$ cat src/rtl/wb_slave_interface_pkg.sv
// Shared definitions for Wishbone classic slave blocks: FSM encodings and timeout defaults.
package wb_slave_interface_pkg;

  typedef enum logic [1:0] {
    StIdle = 2'h0,
    StReq  = 2'h1,
    StAck  = 2'h2,
    StErr  = 2'h3
  } wb_state_e;

  localparam int unsigned DefaultTimeout = 16;
  // Wide enough for the largest legal TIMEOUT (255).
  localparam int unsigned TimeoutCntW    = 8;

`ifdef SIM
  function automatic string state_name(wb_state_e s);
    case (s)
      StIdle:  return "IDLE";
      StReq:   return "REQ";
      StAck:   return "ACK";
      default: return "ERR";
    endcase
  endfunction
`endif

endpackage

$ cat src/rtl/wb_slave_timeout.sv
// Saturating cycle counter that flags when a local request has waited TIMEOUT cycles.
module wb_slave_timeout
  import wb_slave_interface_pkg::*;
#(
  parameter int unsigned TIMEOUT = DefaultTimeout
) (
  input  logic i_clk,
  input  logic i_rst_n,
  input  logic i_clr,
  input  logic i_en,
  output logic o_expired
);

  localparam logic [TimeoutCntW-1:0] Limit = TimeoutCntW'(TIMEOUT - 1);

  logic [TimeoutCntW-1:0] r_cnt;

  always_ff @(posedge i_clk) begin
    if (!i_rst_n) begin
      r_cnt <= '0;
    end else if (i_clr) begin
      r_cnt <= '0;
    end else if (i_en && (r_cnt != Limit)) begin
      r_cnt <= r_cnt + 1'b1;
    end
  end

  assign o_expired = (r_cnt == Limit);

endmodule

$ cat src/rtl/wb_slave_interface.sv
// Wishbone classic-cycle slave bridging to a req/ack local register bus, with address
// window decode, byte-select sanity check and timeout-generated error termination.
module wb_slave_interface
  import wb_slave_interface_pkg::*;
#(
  parameter int unsigned    dw        = 32,
  parameter int unsigned    aw        = 32,
  parameter logic [aw-1:0]  BASE_ADDR = '0,
  parameter int unsigned    LW        = 8,
  parameter int unsigned    TIMEOUT   = DefaultTimeout
) (
  input  logic          wb_clk,
  input  logic          wb_rst_n,
  input  logic [aw-1:0] wb_adr_i,
  input  logic [dw-1:0] wb_dat_i,
  input  logic [3:0]    wb_sel_i,
  input  logic          wb_we_i,
  input  logic          wb_cyc_i,
  input  logic          wb_stb_i,
  output logic [dw-1:0] wb_dat_o,
  output logic          wb_ack_o,
  output logic          wb_err_o,
  output logic          wb_rty_o,
  output logic          reg_req,
  output logic [LW-3:0] reg_addr,
  output logic [dw-1:0] reg_wdata,
  output logic [3:0]    reg_sel,
  output logic          reg_we,
  input  logic [dw-1:0] reg_rdata,
  input  logic          reg_ack
);

  wb_state_e r_state, w_state_next;

  logic          r_ack, r_err, r_abort, r_we;
  logic [dw-1:0] r_dat, r_wdata;
  logic [LW-3:0] r_addr;
  logic [3:0]    r_sel;

  logic w_hit, w_start, w_abort, w_expired, w_unused;

  assign w_hit    = (wb_adr_i[aw-1:LW] == BASE_ADDR[aw-1:LW]);
  assign w_start  = wb_cyc_i & wb_stb_i;
  // An abort is remembered so the backend's late completion is swallowed silently.
  assign w_abort  = r_abort | ~wb_cyc_i;
  assign w_unused = ^wb_adr_i[1:0];

  always_comb begin
    w_state_next = r_state;
    case (r_state)
      StIdle: begin
        if (w_start) begin
          w_state_next = (w_hit && (wb_sel_i != 4'h0)) ? StReq : StErr;
        end
      end
      StReq: begin
        if (reg_ack || w_expired) begin
          if (w_abort)      w_state_next = StIdle;
          else if (reg_ack) w_state_next = StAck;
          else              w_state_next = StErr;
        end
      end
      default: w_state_next = StIdle;
    endcase
  end

  always_ff @(posedge wb_clk) begin
    if (!wb_rst_n) begin
      r_state <= StIdle;
      r_ack   <= 1'b0;
      r_err   <= 1'b0;
      r_abort <= 1'b0;
      r_dat   <= '0;
      r_addr  <= '0;
      r_wdata <= '0;
      r_sel   <= '0;
      r_we    <= 1'b0;
    end else begin
      r_state <= w_state_next;
      r_ack   <= (w_state_next == StAck);
      r_err   <= (w_state_next == StErr);
      r_abort <= (r_state == StReq) && (w_state_next == StReq) && w_abort;
      if ((r_state == StIdle) && w_start) begin
        r_addr  <= wb_adr_i[LW-1:2];
        r_wdata <= wb_dat_i;
        r_sel   <= wb_sel_i;
        r_we    <= wb_we_i;
      end
      if ((r_state == StReq) && reg_ack && !w_abort && !r_we) begin
        r_dat <= reg_rdata;
      end
    end
  end

  wb_slave_timeout #(
    .TIMEOUT (TIMEOUT)
  ) u_timeout (
    .i_clk     (wb_clk),
    .i_rst_n   (wb_rst_n),
    .i_clr     (r_state == StIdle),
    .i_en      (r_state == StReq),
    .o_expired (w_expired)
  );

  assign wb_dat_o  = r_dat;
  assign wb_ack_o  = r_ack;
  assign wb_err_o  = r_err;
  assign wb_rty_o  = 1'b0;
  assign reg_req   = (r_state == StReq);
  assign reg_addr  = r_addr;
  assign reg_wdata = r_wdata;
  assign reg_sel   = r_sel;
  assign reg_we    = r_we;

`ifdef SIM
  string w_state_name;
  assign w_state_name = state_name(r_state);
`endif

endmodule

$ cat config.mk
export PLATFORM = sky130hd
export DESIGN_NAME = wb_slave_interface
export DESIGN_NICKNAME = d
export VERILOG_FILES = /design/src/rtl/wb_slave_interface_pkg.sv /design/src/rtl/wb_slave_timeout.sv /design/src/rtl/wb_slave_interface.sv
export SDC_FILE = /design/constraint.sdc
export NUM_CORES = 1
export LEC_CHECK = 0
export BUFFER_PORTS_ARGS = -buffer_cell sky130_fd_sc_hd__buf_4
export CORE_MARGIN = 1.5
export CORE_UTILIZATION = 35
export CTS_CLUSTER_DIAMETER = 40
export CTS_CLUSTER_SIZE = 40
export DETAILED_ROUTE_END_ITERATION = 8
export PLACE_DENSITY = 0.68
export SETUP_SLACK_MARGIN = 0.15
export SLEW_MARGIN = 15
export SYNTH_ARGS = -nofsm -noshare
export SYNTH_HDL_FRONTEND = slang
export SYNTH_SLANG_ARGS = --single-unit
$ cat constraint.sdc
create_clock -name wb_clk -period 1.52 [get_ports wb_clk]
set_input_delay 0.076 -clock wb_clk [delete_from_list [all_inputs] [get_ports wb_clk]]
set_output_delay 0.076 -clock wb_clk [all_outputs]
set_load 0.05 [all_outputs]
==> results_tabular.tex <==
\begin{tabular}{lr}
\hline
Metric & Value \\
\hline
\multicolumn{2}{l}{\textbf{Status}} \\
Outcome & complete, but fails checks \\
Failing checks & setup timing \\
\multicolumn{2}{l}{\textbf{Logic synthesis}} \\
Adder-cell area share of the yosys netlist & 0.003648 \\
Avg Inst Size Synth & 8.510 um\^{}2 \\
Post-synthesis instance area & 0.003430 mm\^{}2 \\
Main combinational cell family by area after synthesis & simple AND/OR/NAND/NOR gates \\
Compound-Gate Fraction of Synth Area & 0.1934 \\
Warnings, synthesis & 0 \\
Share of flip-flops with an asynchronous set or reset & 0 \\
Fraction of the mapped netlist area in simple logic gates & 0.2331 \\
Post-synthesis instance total & 403 \\
Post-synthesis sequential element count & 88 \\
Post-synth net total & 510 \\
Count of different cell masters after synthesis & 37 \\
Part of the Yosys area used for sequential elements & 0.5137 \\
Flip-flop cell with the highest count after synthesis & sky130\_fd\_sc\_hd\_\_dfxtp\_1 \\
Share of synthesized area spent on multiplexers & 0.002919 \\
Xor/xnor share of the synthesized area & 0.01532 \\
EDFF count, synth & 0 \\
\multicolumn{2}{l}{\textbf{Final layout}} \\
Most common cell after layout, fill and taps aside & sky130\_fd\_sc\_hd\_\_buf\_4 \\
Commonest non-fill, non-tap cells in the layout & sky130\_fd\_sc\_hd\_\_buf\_4, sky130\_fd\_sc\_hd\_\_nand2\_1, sky130\_fd\_sc\_hd\_\_dfxtp\_1 \\
Signed area change from the synthesized netlist to the final layout & 77.31\% \\
Layout Utilization & 0.6489 \\
Post-layout nets & 769 \\
Number of antenna cells inserted & 0 \\
Proportion of layout cells with a drive suffix above 1 & 0.3508 \\
\multicolumn{2}{l}{\textbf{STA}} \\
Final setup violating endpoints & 7 \\
Post-route minimum period & 1.582 ns \\
Largest clock skew in the final design & 0.01764 ns \\
Worst path setup slack after routing & -0.06168 ns \\
Worst Tran Pin Value & 0.5934 ns \\
Final period util & 1.041 \\
Number of hold violations in the final report & 0 \\
Maximum operating frequency & 632.2 MHz \\
Unrepaired setup endpoints after global routing & yes \\
Final slew viol count & 0 \\
Rel. slew slack & 0.6017 \\
\multicolumn{2}{l}{\textbf{Floorplan}} \\
Std cell rows & 35 \\
Initial cell density of the core & 0.3660 \\
X dimension of the die & 102.0 um \\
I/O pin count & 185 \\
Total core area & 0.009371 mm\^{}2 \\
Die Footprint & 0.01040 mm\^{}2 \\
Vertical extent of the die & 102.0 um \\
\multicolumn{2}{l}{\textbf{Setup path}} \\
Category of the most critical setup path & register to register \\
Nature of the critical path endpoint & register \\
Startpoint Class & register \\
Worst Reg2Reg Path Length in Cells & 4 \\
Worst flop-to-flop path endpoint & u\_timeout.r\_cnt[3] \\
CP endpoint & u\_timeout.r\_cnt[3] \\
Data required time at the worst endpoint & 1.74 ns \\
Largest driver fanout on the critical path & 8 \\
Critical path data arrival time & 1.80 ns \\
Worst setup slack for register-to-register paths & -0.06 ns \\
RR Startpoint & u\_timeout.r\_cnt[7] \\
Worst setup path startpoint & u\_timeout.r\_cnt[7] \\
\multicolumn{2}{l}{\textbf{Detailed routing}} \\
Via count & 3644 \\
Post-detailed-route via-to-cell ratio & 4.578 \\
1st-pass router iterations & 4 \\
Routed wirelength normalized by instance count & 13.51 um \\
DRC & 0 \\
Detail Route Antenna Nets & 0 \\
Count of routing violations after the opening detailed-route iteration & 83 \\
Post-Route WL & 10760 um \\
\multicolumn{2}{l}{\textbf{Clock network}} \\
Clock buffers created by TritonCTS & 9 \\
Clock-pin slew on the worst setup and hold paths & 0.11 ns \\
Clock buffer depth & 2 \\
Total number of clock tree sinks & 88 \\
Root Buffer Master & sky130\_fd\_sc\_hd\_\_clkbuf\_8 \\
CTS tree & done \\
Count of H-tree levels built during CTS & 3 \\
Worst skew pair latency & 0.36 ns \\
\multicolumn{2}{l}{\textbf{Global routing}} \\
Antenna violations before repair & 0 \\
Number of global-route vias before repair & 3482 \\
Total track usage & 0.2006 \\
GRT overflow & 0 \\
Pin count of the biggest net entering global routing & 69 \\
First-pass GRT wire length & 16410 um \\
\multicolumn{2}{l}{\textbf{Place}} \\
Weighted congestion reported at the end of routability-driven placement & 0.7806 \\
Port buffer count & 181 \\
Worst setup slack before clock tree synthesis & -0.05252 ns \\
HPWL after DPL & 6797 um \\
\multicolumn{2}{l}{\textbf{Power}} \\
Maximum ir drop on the vdd rail & 575.8 uV \\
Static power due to leakage & 0.002575 uW \\
Power per standard cell area & 863.0 mW/mm\^{}2 \\
\multicolumn{2}{l}{\textbf{Flow run}} \\
Maximum Capacitance Violations & 0 \\
\multicolumn{2}{l}{\textbf{Hold path}} \\
Number of instances on the worst hold path & 2 \\
Worst hold path type & input pin to register \\
\hline
\end{tabular}
==> through the flow <==
stage	area (um^2)	setup TNS, ns	std cells	hold slack, ns	power, uW
after global routing	6081	-0.8519	796	0.03787	5472
after global placement	5000	-0.02258	699	0.3297	3293
after CTS	6025	-0.1709	795	0.04106	5296
after floorplan	3432	-0.1103	403	0.2109	2900
after detailed placement	5000	-0.1293	699	0.3359	3301
final	6081	-0.2731	796	0.06438	5248
==> power by group <==
group          switching (uW)  total (uW)  internal (uW)
clock network             873        1820            944
registers                39.1        2420           2380
logic                     517        1020            498
==> sequential cells by signal, summed over array words and instances (netlist names) <==
register and flops:
reg_wdata 32, wb_dat_o 32, u_timeout.r_cnt 8, reg_addr 6
reg_sel 4, r_state 2, r_abort 1, reg_we 1
wb_ack_o 1, wb_err_o 1
==> worst max-delay path, cell delays in order (launching register included) <==
cell and delay [ns]:
sky130_fd_sc_hd__dfxtp_2 0.33, sky130_fd_sc_hd__or4_4 0.60, sky130_fd_sc_hd__o2111ai_1 0.28, sky130_fd_sc_hd__xor2_1 0.19, sky130_fd_sc_hd__nor2_1 0.05
==> area by class of cell <==
cell class | instances | area (um^2)
repair buffers | 275 | 2330
clock buffers | 9 | 123.9
flip-flops and latches | 88 | 1767
inverters | 2 | 7.507
multi-input cells | 286 | 1592
clock inverters | 7 | 100.1
well taps | 129 | 161.4
fillers | 783 | 3291
==> synthesized netlist by cell type, types with 2 or more instances <==
cell type / number / area, um^2
sky130_fd_sc_hd__a21boi_0: 68 / 510.5
sky130_fd_sc_hd__a21boi_1: 7 / 52.55
sky130_fd_sc_hd__a21oi_1: 2 / 10.01
sky130_fd_sc_hd__and2_1: 2 / 12.51
sky130_fd_sc_hd__buf_2: 5 / 25.02
sky130_fd_sc_hd__clkbuf_1: 19 / 71.32
sky130_fd_sc_hd__dfxtp_1: 88 / 1762
sky130_fd_sc_hd__inv_1: 2 / 7.510
sky130_fd_sc_hd__nand2_1: 154 / 578.1
sky130_fd_sc_hd__nand3_1: 3 / 15.01
sky130_fd_sc_hd__nand4_1: 3 / 18.77
sky130_fd_sc_hd__nor2_1: 9 / 33.78
sky130_fd_sc_hd__nor2b_1: 3 / 18.77
sky130_fd_sc_hd__nor4_1: 6 / 37.54
sky130_fd_sc_hd__o2111ai_1: 4 / 35.03
sky130_fd_sc_hd__o211ai_1: 2 / 15.01
sky130_fd_sc_hd__xor2_1: 6 / 52.55
==> logic make-up (layout without fill, tap and decap cells) <==
kind of cell,after synthesis,after routing
AO/OA/AOI/OAI,87,87
XOR/XNOR,6,6
adder cells (fa/ha/maj),1,1
buffers and inverters,29,293
flip-flops,88,88
multiplexers,1,1
other,1,1
AND/OR/NAND/NOR,190,190
==> worst min path at each step <==
stage / slack [ns] / startpoint / end
finish: 0.06 / wb_rst_n / wb_dat_o[21]
global route: 0.04 / wb_rst_n / r_abort
CTS: 0.04 / wb_rst_n / r_abort
detailed placement: 0.34 / reg_rdata[8] / wb_dat_o[8]
global placement: 0.33 / wb_we_i / reg_we
floorplan: 0.21 / reg_rdata[21] / wb_dat_o[21]
==> what timing repair did <==
action,in CTS,in global routing
setup endpoints to repair,13,70
setup buffers,5,1
resized for setup,4,15
hold buffers,75,0
hold endpoints to repair,75,0
pin swaps,4,7
==> routing by layer <==
layer	vias up	track usage	part of all wire	wire length [um]
li1	1842	-	-	-
met1	1658	0.2363	0.41	4395
met2	123	0.3464	0.50	5375
met3	21	0.04925	0.065	696
met4	0	0.08746	0.027	289
met5	-	0	0	0
Power figures use the tool's default switching activity.
